--- src/rtl/bridge_pkg.sv ---
`default_nettype none
// ============================================================================
//  Module   : bridge_pkg
//  Purpose  : Shared definitions for the M-stage memory bridge.
//             - Address windows (inclusive base/limit) for DM, TC0, TC1, INT
//             - Target select encoding (3 bits)
//             - Bridge FSM state encoding
//             - Inclusive range-check helper used by the decoder
//  Revision : 1.0  initial release
// ============================================================================
package bridge_pkg;

    localparam logic [31:0] C_DM_BASE   = 32'h0000_0000;
    localparam logic [31:0] C_DM_LIMIT  = 32'h0000_2FFF;
    localparam logic [31:0] C_TC0_BASE  = 32'h0000_7F00;
    localparam logic [31:0] C_TC0_LIMIT = 32'h0000_7F0B;
    localparam logic [31:0] C_TC1_BASE  = 32'h0000_7F10;
    localparam logic [31:0] C_TC1_LIMIT = 32'h0000_7F1B;
    localparam logic [31:0] C_INT_BASE  = 32'h0000_7F20;
    localparam logic [31:0] C_INT_LIMIT = 32'h0000_7F23;

    typedef enum logic [2:0] {
        SEL_NONE = 3'd0,
        SEL_DM   = 3'd1,
        SEL_TC0  = 3'd2,
        SEL_TC1  = 3'd3,
        SEL_INT  = 3'd4
    } sel_e;

    typedef enum logic [0:0] {
        ST_IDLE = 1'b0,
        ST_WAIT = 1'b1
    } state_e;

    function automatic logic in_range(input logic [31:0] addr,
                                      input logic [31:0] lo,
                                      input logic [31:0] hi);
        return (addr >= lo) && (addr <= hi);
    endfunction

endpackage
`default_nettype wire

--- src/rtl/bridge_decode.sv ---
`default_nettype none
// ============================================================================
//  Module   : bridge_decode
//  Purpose  : Combinational address decoder for the memory bridge.
//  Ports    : cpu_addr   in  32  byte address
//             cpu_we     in  1   1=store
//             cpu_byteen in  4   store byte enables
//             sel        out 3   selected target (sel_e)
//             err        out 1   partial-word store to a timer (illegal)
//  Revision : 1.0  initial release
// ============================================================================
module bridge_decode
    import bridge_pkg::*;
(
    input  logic [31:0] cpu_addr,
    input  logic        cpu_we,
    input  logic [3:0]  cpu_byteen,
    output sel_e        sel,
    output logic        err
);

    always_comb begin
        sel = SEL_NONE;
        if (in_range(cpu_addr, C_DM_BASE, C_DM_LIMIT)) begin
            sel = SEL_DM;
        end else if (in_range(cpu_addr, C_TC0_BASE, C_TC0_LIMIT)) begin
            sel = SEL_TC0;
        end else if (in_range(cpu_addr, C_TC1_BASE, C_TC1_LIMIT)) begin
            sel = SEL_TC1;
        end else if (in_range(cpu_addr, C_INT_BASE, C_INT_LIMIT)) begin
            sel = SEL_INT;
        end
    end

    // Timer registers are word-only; any partial store is rejected.
    assign err = cpu_we && ((sel == SEL_TC0) || (sel == SEL_TC1)) && (cpu_byteen != 4'b1111);

endmodule
`default_nettype wire

--- src/rtl/mem_bridge_ctrl.sv ---
`default_nettype none
// ============================================================================
//  Module   : mem_bridge_ctrl
//  Purpose  : M-stage system-bus controller. Decodes CPU load/store addresses
//             to DM / TC0 / TC1 / INT, sequences per-target wait states,
//             stalls the pipeline until completion and flags bus errors.
//  Ports    : clk, reset (sync, active-high)
//             cpu_req/we/addr/byteen/wdata/flush  -> CPU request side
//             cpu_rdata/ack/stall, bus_err        <- CPU response side
//             dm_addr/byteen/wdata, dm_rdata      DM interface
//             tc0_we/tc1_we/tc_addr/tc_wdata, tc0_rdata/tc1_rdata  timers
//             int_we                              interrupt generator
//             perf_stall_cnt/perf_err_cnt         only with BRIDGE_PERF_EN
//  Config   : BRIDGE_PERF_EN adds the two 32-bit performance counters.
//             CNT_W must satisfy 2**CNT_W > max(DM_WAIT, TC_WAIT).
//  Revision : 1.0  initial release
// ============================================================================
module mem_bridge_ctrl
    import bridge_pkg::*;
#(
    parameter int DM_WAIT = 0,
    parameter int TC_WAIT = 1,
    parameter int CNT_W   = 4
) (
    input  logic        clk,
    input  logic        reset,
    input  logic        cpu_req,
    input  logic        cpu_we,
    input  logic [31:0] cpu_addr,
    input  logic [3:0]  cpu_byteen,
    input  logic [31:0] cpu_wdata,
    input  logic        cpu_flush,
    output logic [31:0] cpu_rdata,
    output logic        cpu_ack,
    output logic        cpu_stall,
    output logic        bus_err,
    output logic [31:0] dm_addr,
    output logic [3:0]  dm_byteen,
    output logic [31:0] dm_wdata,
    input  logic [31:0] dm_rdata,
    output logic        tc0_we,
    output logic        tc1_we,
    output logic [29:0] tc_addr,
    output logic [31:0] tc_wdata,
    input  logic [31:0] tc0_rdata,
    input  logic [31:0] tc1_rdata,
    output logic        int_we
`ifdef BRIDGE_PERF_EN
    ,
    output logic [31:0] perf_stall_cnt,
    output logic [31:0] perf_err_cnt
`endif
);

    localparam logic [CNT_W-1:0] C_DM_WAIT = CNT_W'(DM_WAIT);
    localparam logic [CNT_W-1:0] C_TC_WAIT = CNT_W'(TC_WAIT);
    localparam logic [CNT_W-1:0] C_CNT_ONE = CNT_W'(1);

    sel_e             sel;
    logic             err;
    state_e           state_q, state_d;
    logic [CNT_W-1:0] cnt_q, cnt_d;
    logic [CNT_W-1:0] wait_sel;
    logic             ack, berr, fire;
    logic [31:0]      rdata_mux;

    bridge_decode u_decode (
        .cpu_addr   (cpu_addr),
        .cpu_we     (cpu_we),
        .cpu_byteen (cpu_byteen),
        .sel        (sel),
        .err        (err)
    );

    assign wait_sel = (sel == SEL_DM) ? C_DM_WAIT : C_TC_WAIT;

    // Next-state logic. While reset is high nothing is accepted, so every
    // response and strobe stays low in the reset cycle itself.
    always_comb begin
        state_d = state_q;
        cnt_d   = cnt_q;
        ack     = 1'b0;
        berr    = 1'b0;
        fire    = 1'b0;
        if (!reset) begin
            case (state_q)
                ST_IDLE: begin
                    if (cpu_req && !cpu_flush) begin
                        if ((sel == SEL_NONE) || err) begin
                            ack  = 1'b1;
                            berr = 1'b1;
                        end else if (wait_sel == '0) begin
                            ack  = 1'b1;
                            fire = 1'b1;
                        end else begin
                            cnt_d   = wait_sel - C_CNT_ONE;
                            state_d = ST_WAIT;
                        end
                    end
                end
                ST_WAIT: begin
                    // A flush, or a dropped request, abandons the access
                    // without ever strobing the target.
                    if (cpu_flush || !cpu_req) begin
                        state_d = ST_IDLE;
                        cnt_d   = '0;
                    end else if (cnt_q != '0) begin
                        cnt_d = cnt_q - C_CNT_ONE;
                    end else begin
                        ack     = 1'b1;
                        fire    = 1'b1;
                        state_d = ST_IDLE;
                    end
                end
                default: begin
                    state_d = ST_IDLE;
                    cnt_d   = '0;
                end
            endcase
        end
    end

    always_ff @(posedge clk) begin
        if (reset) begin
            state_q <= ST_IDLE;
            cnt_q   <= '0;
        end else begin
            state_q <= state_d;
            cnt_q   <= cnt_d;
        end
    end

    always_comb begin
        rdata_mux = '0;
        case (sel)
            SEL_DM:  rdata_mux = dm_rdata;
            SEL_TC0: rdata_mux = tc0_rdata;
            SEL_TC1: rdata_mux = tc1_rdata;
            default: rdata_mux = '0;
        endcase
    end

    assign cpu_ack   = ack;
    assign bus_err   = berr;
    assign cpu_stall = cpu_req && !ack && !cpu_flush && !reset;
    assign cpu_rdata = (ack && !berr) ? rdata_mux : 32'h0;

    assign dm_addr   = cpu_addr;
    assign dm_wdata  = cpu_wdata;
    assign tc_addr   = cpu_addr[31:2];
    assign tc_wdata  = cpu_wdata;

    // fire is only ever high in an ack cycle of a legal access.
    assign dm_byteen = (fire && cpu_we && (sel == SEL_DM)) ? cpu_byteen : 4'b0000;
    assign tc0_we    = fire && cpu_we && (sel == SEL_TC0);
    assign tc1_we    = fire && cpu_we && (sel == SEL_TC1);
    assign int_we    = fire && cpu_we && (sel == SEL_INT);

`ifdef BRIDGE_PERF_EN
    logic [31:0] perf_stall_q, perf_stall_d;
    logic [31:0] perf_err_q,   perf_err_d;

    always_comb begin
        perf_stall_d = perf_stall_q + {31'b0, cpu_stall};
        perf_err_d   = perf_err_q   + {31'b0, bus_err};
    end

    always_ff @(posedge clk) begin
        if (reset) begin
            perf_stall_q <= '0;
            perf_err_q   <= '0;
        end else begin
            perf_stall_q <= perf_stall_d;
            perf_err_q   <= perf_err_d;
        end
    end

    assign perf_stall_cnt = perf_stall_q;
    assign perf_err_cnt   = perf_err_q;
`endif

endmodule
`default_nettype wire

--- config.mk ---
export PLATFORM = sky130hd
export DESIGN_NAME = mem_bridge_ctrl
export DESIGN_NICKNAME = d
export VERILOG_FILES = /design/src/rtl/bridge_pkg.sv /design/src/rtl/bridge_decode.sv /design/src/rtl/mem_bridge_ctrl.sv
export SDC_FILE = /design/constraint.sdc
export NUM_CORES = 1
export LEC_CHECK = 0
export CAP_MARGIN = 20
export CORE_AREA = 3 3 131 133
export CTS_CLUSTER_SIZE = 8
export DETAILED_ROUTE_END_ITERATION = 8
export DIE_AREA = 0 0 134 136
export GPL_TIMING_DRIVEN = 0
export PLACE_DENSITY = 0.63
export SYNTH_ARGS = -nofsm -noshare
export SYNTH_HDL_FRONTEND = slang
export SYNTH_SLANG_ARGS = --single-unit
--- constraint.sdc ---
create_clock -name clk -period 6.3 [get_ports clk]
set_input_delay 1.26 -clock clk [delete_from_list [all_inputs] [get_ports clk]]
set_output_delay 1.26 -clock clk [all_outputs]
set_load 0.02 [all_outputs]
==> metrics.sh, run 1 <==
YOSYSTOPAREACELLSHARE=0.3994
YS_FF_LATCH=5
YS.FLOP_TYPE='sky130_fd_sc_hd__dfxtp_1'
VIAS_IN_THE_FIRST_GLOBAL_ROUTE=3507
PLACE_CONGESTION=0.7469
FIRST_PASS_ITERS=4
SYNTHDISTINCTLIBCELLS=40
PLACEMENT_ROWS=46
CRIT_SLOWEST_CELL='sky130_fd_sc_hd__clkdlybuf4s50_1'
NNETSFINAL=799
POST-ROUTE-MIN-PERIOD_NS=5.887
DETAIL_ROUTE.DRC_VIOLATIONS=0
ROUTED-VIA-COUNT=3243
SYNTH-WARNING-COUNT=0
DRTITER0DRC=91
DIE_SPAN_Y_UM=136
NUMBER_OF_FLOPS_MAPPED_TO_ENABLE_CELLS_BY_YOSYS=0
DETAILED_PLACE_HPWL_MM=11.49
IOPINCOUNT=337
CRITICAL-PATH-TOP-CELL-BY-COUNT='sky130_fd_sc_hd__clkdlybuf4s50_1'
CPLARGESTDELAYFAMILY='simple AND/OR/NAND/NOR gates'
CLK_TRANSITION_REPORTED_PATHS_NS=0.03
SYNTH.TOP_CELLS.BY_AREA='sky130_fd_sc_hd__buf_4 40%, sky130_fd_sc_hd__mux2_2 15%, sky130_fd_sc_hd__a22oi_1 10%, sky130_fd_sc_hd__nor2_1 6.2%, sky130_fd_sc_hd__dfxtp_1 4.2%'
CLOCK_TREE_FROM_TRITONCTS='yes'
GRT.TOTAL_USAGE=0.1297
FINAL-SETUP-VIOL-COUNT=0
NUM_ANTENNA_CELLS=0
FINALHOLDWORSTSLACK_NS=0.5204
CP_CELL_SEQUENCE='clkdlybuf4s50_1, nor4_1, nand2_1, nor4b_4, a22oi_1, clkbuf_1, nor2_1, clkdlybuf4s50_1'
ACHIEVABLE-FREQUENCY_MHz=169.9
CTS.SINK_COUNT=5
WORST_SLEW_MARGIN_REL=0.5101
START_UTIL=0.1486
END_KIND='primary output'
GRT_OVERFLOW_TOTAL=0
PWR_DENSITY_CELL_nW_PER_UM2=80.25
GRT_SETUP_UNREPAIRED='no'
FP.DIEAREA_SQ_UM=18220
WORST_HOLD_PATH_TYPE='reg -> reg'
CRITICAL_PATH.MAX_FANOUT=10
NETLIST.TOP_CELL.BY_AREA='sky130_fd_sc_hd__buf_4'
TIMING_MAX_TRANSITION_VIOLATIONS_FINAL=0
GRT_ANTENNA_BEFORE_REPAIR=0
CLOCK_LATENCY_NS=0.23
PLACEABLECOREAREA_SQ_UM=15940
CTS_BUFFERS=3
VIASPERCELL=3.842
CRIT_BUF_INV=3
SETUP-TNS-FINAL_NS=0
FINALHOLDVIOLATIONS=0
LONGEST_CLK_PATH_BUFS=2
ROUTE.DETAILED.WL_PER_INST_UM=15.34
TIGHTEST_SLEW_NS=0.7332
SYNTH_SEQUENTIAL_AREA_RATIO=0.04226
POSTROUTEWIRELENGTH_MM=12.95
GRT_MAX_DEGREE=11
GRT_FIRST_PASS_WIRELENGTH_MM=18.78
DETAIL-ROUTE-ANTENNA-NETS=0
CTS_H_TREE_DEPTH=1
AREA_GROWTH_PCT=143.2
POWER.IR.VDD_WORST_uV=89.97
DRIVE_ABOVE_1_SHARE=0.2755
FINALCRITPERIODSHARE=0.9344
TIMING.REG2REG.SETUP_SLACK_NS=4.51
MAX-CAP-VIOLATIONS=0
SYNTHESIS.AREA_SQ_UM=2369
CRITICAL_PATH_START_TYPE='input port'
CELLLEAKAGEPOWER_nW=2.178
WORST_EP_ARRIVAL_TIME_NS=4.63
CPPEAKSTAGEDELAY_NS=0.65
STATUS='completed'
ASYNC_FLOP_SHARE=0
FINALCLOCKSKEW_NS=0.0009242
DIE_X_UM=134
SYNTH_FP_NETS=491
CRITICALPATHCATEGORY='in -> out'
CLOCK-ROOT-BUFFER='sky130_fd_sc_hd__clkbuf_16'
POSTSYNTHAREAPERCELL_SQ_UM=7.379
PORTBUFFERS=303
TIMING.CRITICAL_PATH.REQUIRED_NS=5.04
NETLIST_INSTANCES=321
-- layout make-up --
type | instances | area (sq um)
repair buffers | 303 | 3033
plain buffers | 141 | 1015
multi-input cells | 170 | 1244
inverters | 5 | 18.77
fillers | 1706 | 10180
clock buffers | 4 | 78.83
flip-flops and latches | 5 | 100.1
well taps | 216 | 270.3
-- repair_timing --
action	CTS	global route
hold buffers	0	0
setup buffers	0	0
hold endpoints to repair	0	0
resized for setup	1	0
setup endpoints to repair	16	0
-- cell usage in the layout (no fill, tap or decap), types with 2 or more instances in the layout --
master,synthesis,layout
sky130_fd_sc_hd__a21oi_1,4,4
sky130_fd_sc_hd__a22oi_1,33,33
sky130_fd_sc_hd__and2_1,9,9
sky130_fd_sc_hd__and3_1,2,2
sky130_fd_sc_hd__buf_2,4,4
sky130_fd_sc_hd__buf_4,126,126
sky130_fd_sc_hd__clkbuf_1,10,11
sky130_fd_sc_hd__clkbuf_16,0,3
sky130_fd_sc_hd__clkdlybuf4s50_1,0,303
sky130_fd_sc_hd__dfxtp_1,5,5
sky130_fd_sc_hd__inv_1,5,5
sky130_fd_sc_hd__mux2_2,32,32
sky130_fd_sc_hd__nand2_1,6,6
sky130_fd_sc_hd__nand3_1,5,5
sky130_fd_sc_hd__nand4_1,4,4
sky130_fd_sc_hd__nor2_1,39,39
sky130_fd_sc_hd__nor3_1,7,7
sky130_fd_sc_hd__nor4_1,3,3
sky130_fd_sc_hd__o21ai_0,2,2
sky130_fd_sc_hd__o21ai_1,2,2
sky130_fd_sc_hd__o22ai_1,2,2
-- cell families (layout without fill, tap and decap cells) --
logic type	after synthesis	count (layout)	share of synthesized area
flip-flops	5	5	0.04226
XOR/XNOR	1	1	0.003699
AND/OR/NAND/NOR	86	86	0.1891
buffers and inverters	146	453	0.4363
adder cells (fa/ha/maj)	1	1	0.005282
AO/OA/AOI/OAI	50	50	0.1712
multiplexers	32	32	0.1521
-- cell usage after synthesis (3+ instances only) --
cell type and n:
sky130_fd_sc_hd__buf_4 126, sky130_fd_sc_hd__nor2_1 39, sky130_fd_sc_hd__a22oi_1 33, sky130_fd_sc_hd__mux2_2 32, sky130_fd_sc_hd__clkbuf_1 10, sky130_fd_sc_hd__and2_1 9, sky130_fd_sc_hd__nor3_1 7, sky130_fd_sc_hd__nand2_1 6
sky130_fd_sc_hd__dfxtp_1 5, sky130_fd_sc_hd__inv_1 5, sky130_fd_sc_hd__nand3_1 5, sky130_fd_sc_hd__a21oi_1 4, sky130_fd_sc_hd__buf_2 4, sky130_fd_sc_hd__nand4_1 4, sky130_fd_sc_hd__nor4_1 3
-- path summary, 6_finish.rpt --
path                    startpoint                     to  cells after the start
min reg2reg  cnt_q[3]$_SDFFE_PP0P_  cnt_q[3]$_SDFFE_PP0P_                      2
min          cnt_q[3]$_SDFFE_PP0P_  cnt_q[3]$_SDFFE_PP0P_                      2
max                   cpu_addr[24]          cpu_rdata[16]                      8
max reg2reg  cnt_q[0]$_SDFFE_PP0P_  cnt_q[1]$_SDFFE_PP0P_                      7
-- worst reg2reg max path, cell delays in order, from the launching register on --
cell                      delay (ns)
sky130_fd_sc_hd__dfxtp_1        0.33
sky130_fd_sc_hd__inv_1          0.07
sky130_fd_sc_hd__ha_1           0.18
sky130_fd_sc_hd__or3b_1         0.45
sky130_fd_sc_hd__o21ai_0        0.30
sky130_fd_sc_hd__and2_1         0.19
sky130_fd_sc_hd__o41ai_2        0.06
sky130_fd_sc_hd__a21oi_1        0.15
-- per-layer routing --
layer	GRT usage	vias up	wire (um)	share of wire
li1	-	1623	-	-
met3	0.03109	6	996	0.077
met2	0.2476	178	6898	0.53
met5	0	-	0	0
met4	0.01257	0	112	0.0087
met1	0.1515	1436	4937	0.38
-- registers in the layout (all words and copies together), names as in the netlist --
name / flops
cnt_q: 4
state_q: 1
-- metrics by stage --
stage | setup WS, ns | util | instances | power [mW] | cell area (sq um)
2_1_floorplan | 2.016 | - | 321 | 0.1776 | 2369
3_3_place_gp | -0.06809 | 0.3558 | 840 | 0.3591 | 5672
3_5_place_dp | -0.07903 | 0.3558 | 840 | 0.3607 | 5672
4_1_cts | 0.2099 | 0.3612 | 844 | 0.4679 | 5759
5_1_grt | 0.08114 | 0.3612 | 844 | 0.4855 | 5759
6_report | 0.4132 | 0.3612 | 844 | 0.4622 | 5759
-- power breakdown --
group	switching (mW)	total [mW]	leakage, nW	internal [mW]
combinational	0.118	0.326	2.10	0.209
clock	0.0204	0.104	0.0382	0.0838
sequential	0.00000000000457	0.0319	0.0402	0.0319
(Power assumes the default switching activity.)
==> inputs of run 2 (changes only) <==
--- a/config.mk
+++ b/config.mk
@@ -10,8 +10,8 @@
 export CTS_CLUSTER_SIZE = 8
 export DETAILED_ROUTE_END_ITERATION = 8
 export DIE_AREA = 0 0 134 136
-export GPL_TIMING_DRIVEN = 0
 export PLACE_DENSITY = 0.63
+export SETUP_SLACK_MARGIN = 0.2
 export SYNTH_ARGS = -nofsm -noshare
 export SYNTH_HDL_FRONTEND = slang
 export SYNTH_SLANG_ARGS = --single-unit
==> run 2 against run 1 <==
  * Critical path depth is 1 lower
  * Global-route usage down 1.9 points
  * Combinational power down 39%
  * Critical path type unchanged
  * Largest power group unchanged
  * Largest cell class unchanged
==> metrics.sh, run 2 (synthesized netlist as in run 1, its figures left out) <==
GRT_MAX_DEGREE=37
NUM_ANTENNA_CELLS=0
SEQPWRFRAC=0.095
GRT_ANTENNA_BEFORE_REPAIR=0
FIRST_PASS_ITERS=4
ACHIEVABLE-FREQUENCY_MHz=181.3
MAX-CAP-VIOLATIONS=0
DRTITER0DRC=113
CRITICAL_PATH.MAX_FANOUT=20
CLOCK-ROOT-BUFFER='sky130_fd_sc_hd__clkbuf_16'
START_UTIL=0.1486
WORST_HOLD_PATH_TYPE='reg -> reg'
PORTBUFFERS=240
CLOCK_LATENCY_NS=0.23
SETUP-TNS-FINAL_NS=0
POWER.IR.VDD_WORST_uV=64.16
DRIVE_ABOVE_1_SHARE=0.1189
FINALHOLDVIOLATIONS=0
END_KIND='primary output'
GRT_SETUP_UNREPAIRED='no'
STATUS='completed'
DESIGN_AREA_SQ_UM=4163
CLOCK_POWER_SHARE=0.313
POST-ROUTE-MIN-PERIOD_NS=5.515
DIE_SPAN_Y_UM=136
FINAL_CELL_MIX='239 x sky130_fd_sc_hd__clkdlybuf4s50_1, 38 x sky130_fd_sc_hd__nor2_1, 32 x sky130_fd_sc_hd__mux2_2, 32 x sky130_fd_sc_hd__a22oi_1, 9 x sky130_fd_sc_hd__and2_1'
ROUTE.DETAILED.WL_PER_INST_UM=17.11
LARGEST_REGISTERS='cnt_q (4), state_q (1)'
LONGEST_CLK_PATH_BUFS=2
WORST_EP_ARRIVAL_TIME_NS=4.25
TIMING_MAX_TRANSITION_VIOLATIONS_FINAL=0
PWR_DENSITY_CELL_nW_PER_UM2=80.68
CTS_RESIZED=0
CTS.SINK_COUNT=5
REGISTERS.TOP_BY_FF_COUNT='cnt_q'
CLOCK_TREE_FROM_TRITONCTS='yes'
CRITICALPATHCATEGORY='in -> out'
DETAILED_PLACE.AREA_SQ_UM=4084
LARGEST_REG_FLOPS=4
POWER.SWITCHING_FRACTION=0.2824
GRT_OVERFLOW_TOTAL=0
PLACEABLECOREAREA_SQ_UM=15940
ROUTED-VIA-COUNT=2615
PLACE_CONGESTION=0.7961
TIGHTEST_SLEW_NS=1.167
AREA_GROWTH_PCT=75.75
DIE_X_UM=134
FINAL-SETUP-VIOL-COUNT=0
GRT.TOTAL_USAGE=0.1108
DETAIL_ROUTE.DRC_VIOLATIONS=0
FP.DIEAREA_SQ_UM=18220
FINALCLOCKSKEW_NS=0.001969
CTS_H_TREE_DEPTH=1
POSTROUTEWIRELENGTH_MM=11.03
VIASPERCELL=4.054
VIAS_IN_THE_FIRST_GLOBAL_ROUTE=2733
P_COMB_FRAC=0.592
MOSTFREQUENTLAYOUTCELL='sky130_fd_sc_hd__clkdlybuf4s50_1'
CRITICAL_PATH_START_TYPE='input port'
CTS_SETUP_BUFFERS=0
FINALCRITPERIODSHARE=0.8754
INTERNAL_POWER_uW=241.0
CELLLEAKAGEPOWER_nW=1.313
DETAIL-ROUTE-ANTENNA-NETS=0
PLACEMENT_ROWS=46
CLK_TRANSITION_REPORTED_PATHS_NS=0.03
HOLDBUFCOUNTCTS=0
IOPINCOUNT=337
TIMING.CRITICAL_PATH.REQUIRED_NS=5.04
WORST_SLEW_MARGIN_REL=0.2222
NNETSFINAL=600
SWITCHINGPOWER_uW=94.83
DETAILED_PLACE_HPWL_MM=9.306
GRT_FIRST_PASS_WIRELENGTH_MM=15.80
CTS_BUFFERS=3
==> run 2: cell count changes in the layout (fill, tap and decap cells not counted) <==
cell	before	now
sky130_fd_sc_hd__nor2_4	0	1
sky130_fd_sc_hd__a22oi_2	0	1
sky130_fd_sc_hd__o21ai_1	2	1
sky130_fd_sc_hd__buf_6	1	0
sky130_fd_sc_hd__nor2_1	39	38
sky130_fd_sc_hd__clkbuf_1	11	1
sky130_fd_sc_hd__buf_2	4	1
sky130_fd_sc_hd__a22oi_1	33	32
sky130_fd_sc_hd__o21ai_2	0	1
sky130_fd_sc_hd__buf_4	126	5
sky130_fd_sc_hd__clkdlybuf4s50_1	303	239
==> run 2: path summary, 6_finish.rpt <==
check	startpoint	to	slack, ns	cells after the start
hold reg to reg	cnt_q[3]$_SDFFE_PP0P_	cnt_q[3]$_SDFFE_PP0P_	0.55	2
setup reg to reg	cnt_q[0]$_SDFFE_PP0P_	cnt_q[1]$_SDFFE_PP0P_	4.53	7
setup / recovery	reset	cpu_rdata[14]	0.79	7
hold / removal	cnt_q[3]$_SDFFE_PP0P_	cnt_q[3]$_SDFFE_PP0P_	0.55	2
==> run 2: cell type report <==
type / instances / area [sq um]
Clock buffer: 4 / 78.83
Fill cell: 1702 / 11780
Inverter: 5 / 18.77
Multi-Input combinational cell: 170 / 1260
Sequential cell: 5 / 100.1
Tap cell: 216 / 270.3
Timing Repair Buffer: 245 / 2435
==> run 2: worst max-delay path, stage by stage <==
cell and delay [ns]:
sky130_fd_sc_hd__clkdlybuf4s50_1 0.47, sky130_fd_sc_hd__nor3b_1 0.64, sky130_fd_sc_hd__nand2_1 0.22, sky130_fd_sc_hd__nor3_1 0.34, sky130_fd_sc_hd__a22oi_2 0.39, sky130_fd_sc_hd__nor2_1 0.26
sky130_fd_sc_hd__clkdlybuf4s50_1 0.66
==> run 2: power groups by stage <==
stage / sequential [mW] / combinational, mW / clock [mW]
2_1_floorplan: 0.0323 / 0.145 / 0
3_3_place_gp: 0.0323 / 0.198 / 0
4_1_cts: 0.0319 / 0.201 / 0.107
6_report: 0.0319 / 0.199 / 0.105
5_1_grt: 0.0318 / 0.209 / 0.110
3_5_place_dp: 0.0323 / 0.200 / 0
==> run 2: metrics by stage <==
step	hold slack (ns)	setup WS [ns]	cells	power (mW)	utilization
3_5_place_dp	0.5261	0.7258	641	0.2321	0.2562
5_1_grt	0.5646	0.5409	645	0.3509	0.2611
6_report	0.5459	0.7852	645	0.3359	0.2611
2_1_floorplan	0.4809	2.016	321	0.1776	-
3_3_place_gp	0.4965	0.7197	641	0.2299	0.2562
4_1_cts	0.5387	0.7334	645	0.3399	0.2611
==> run 2: layer usage <==
layer / part of all wire / GRT usage / vias up
li1: - / - / 1216
met5: 0 / 0 / -
met1: 0.35 / 0.1163 / 1199
met4: 0.025 / 0.03943 / 0
met2: 0.54 / 0.2120 / 173
met3: 0.085 / 0.02924 / 27
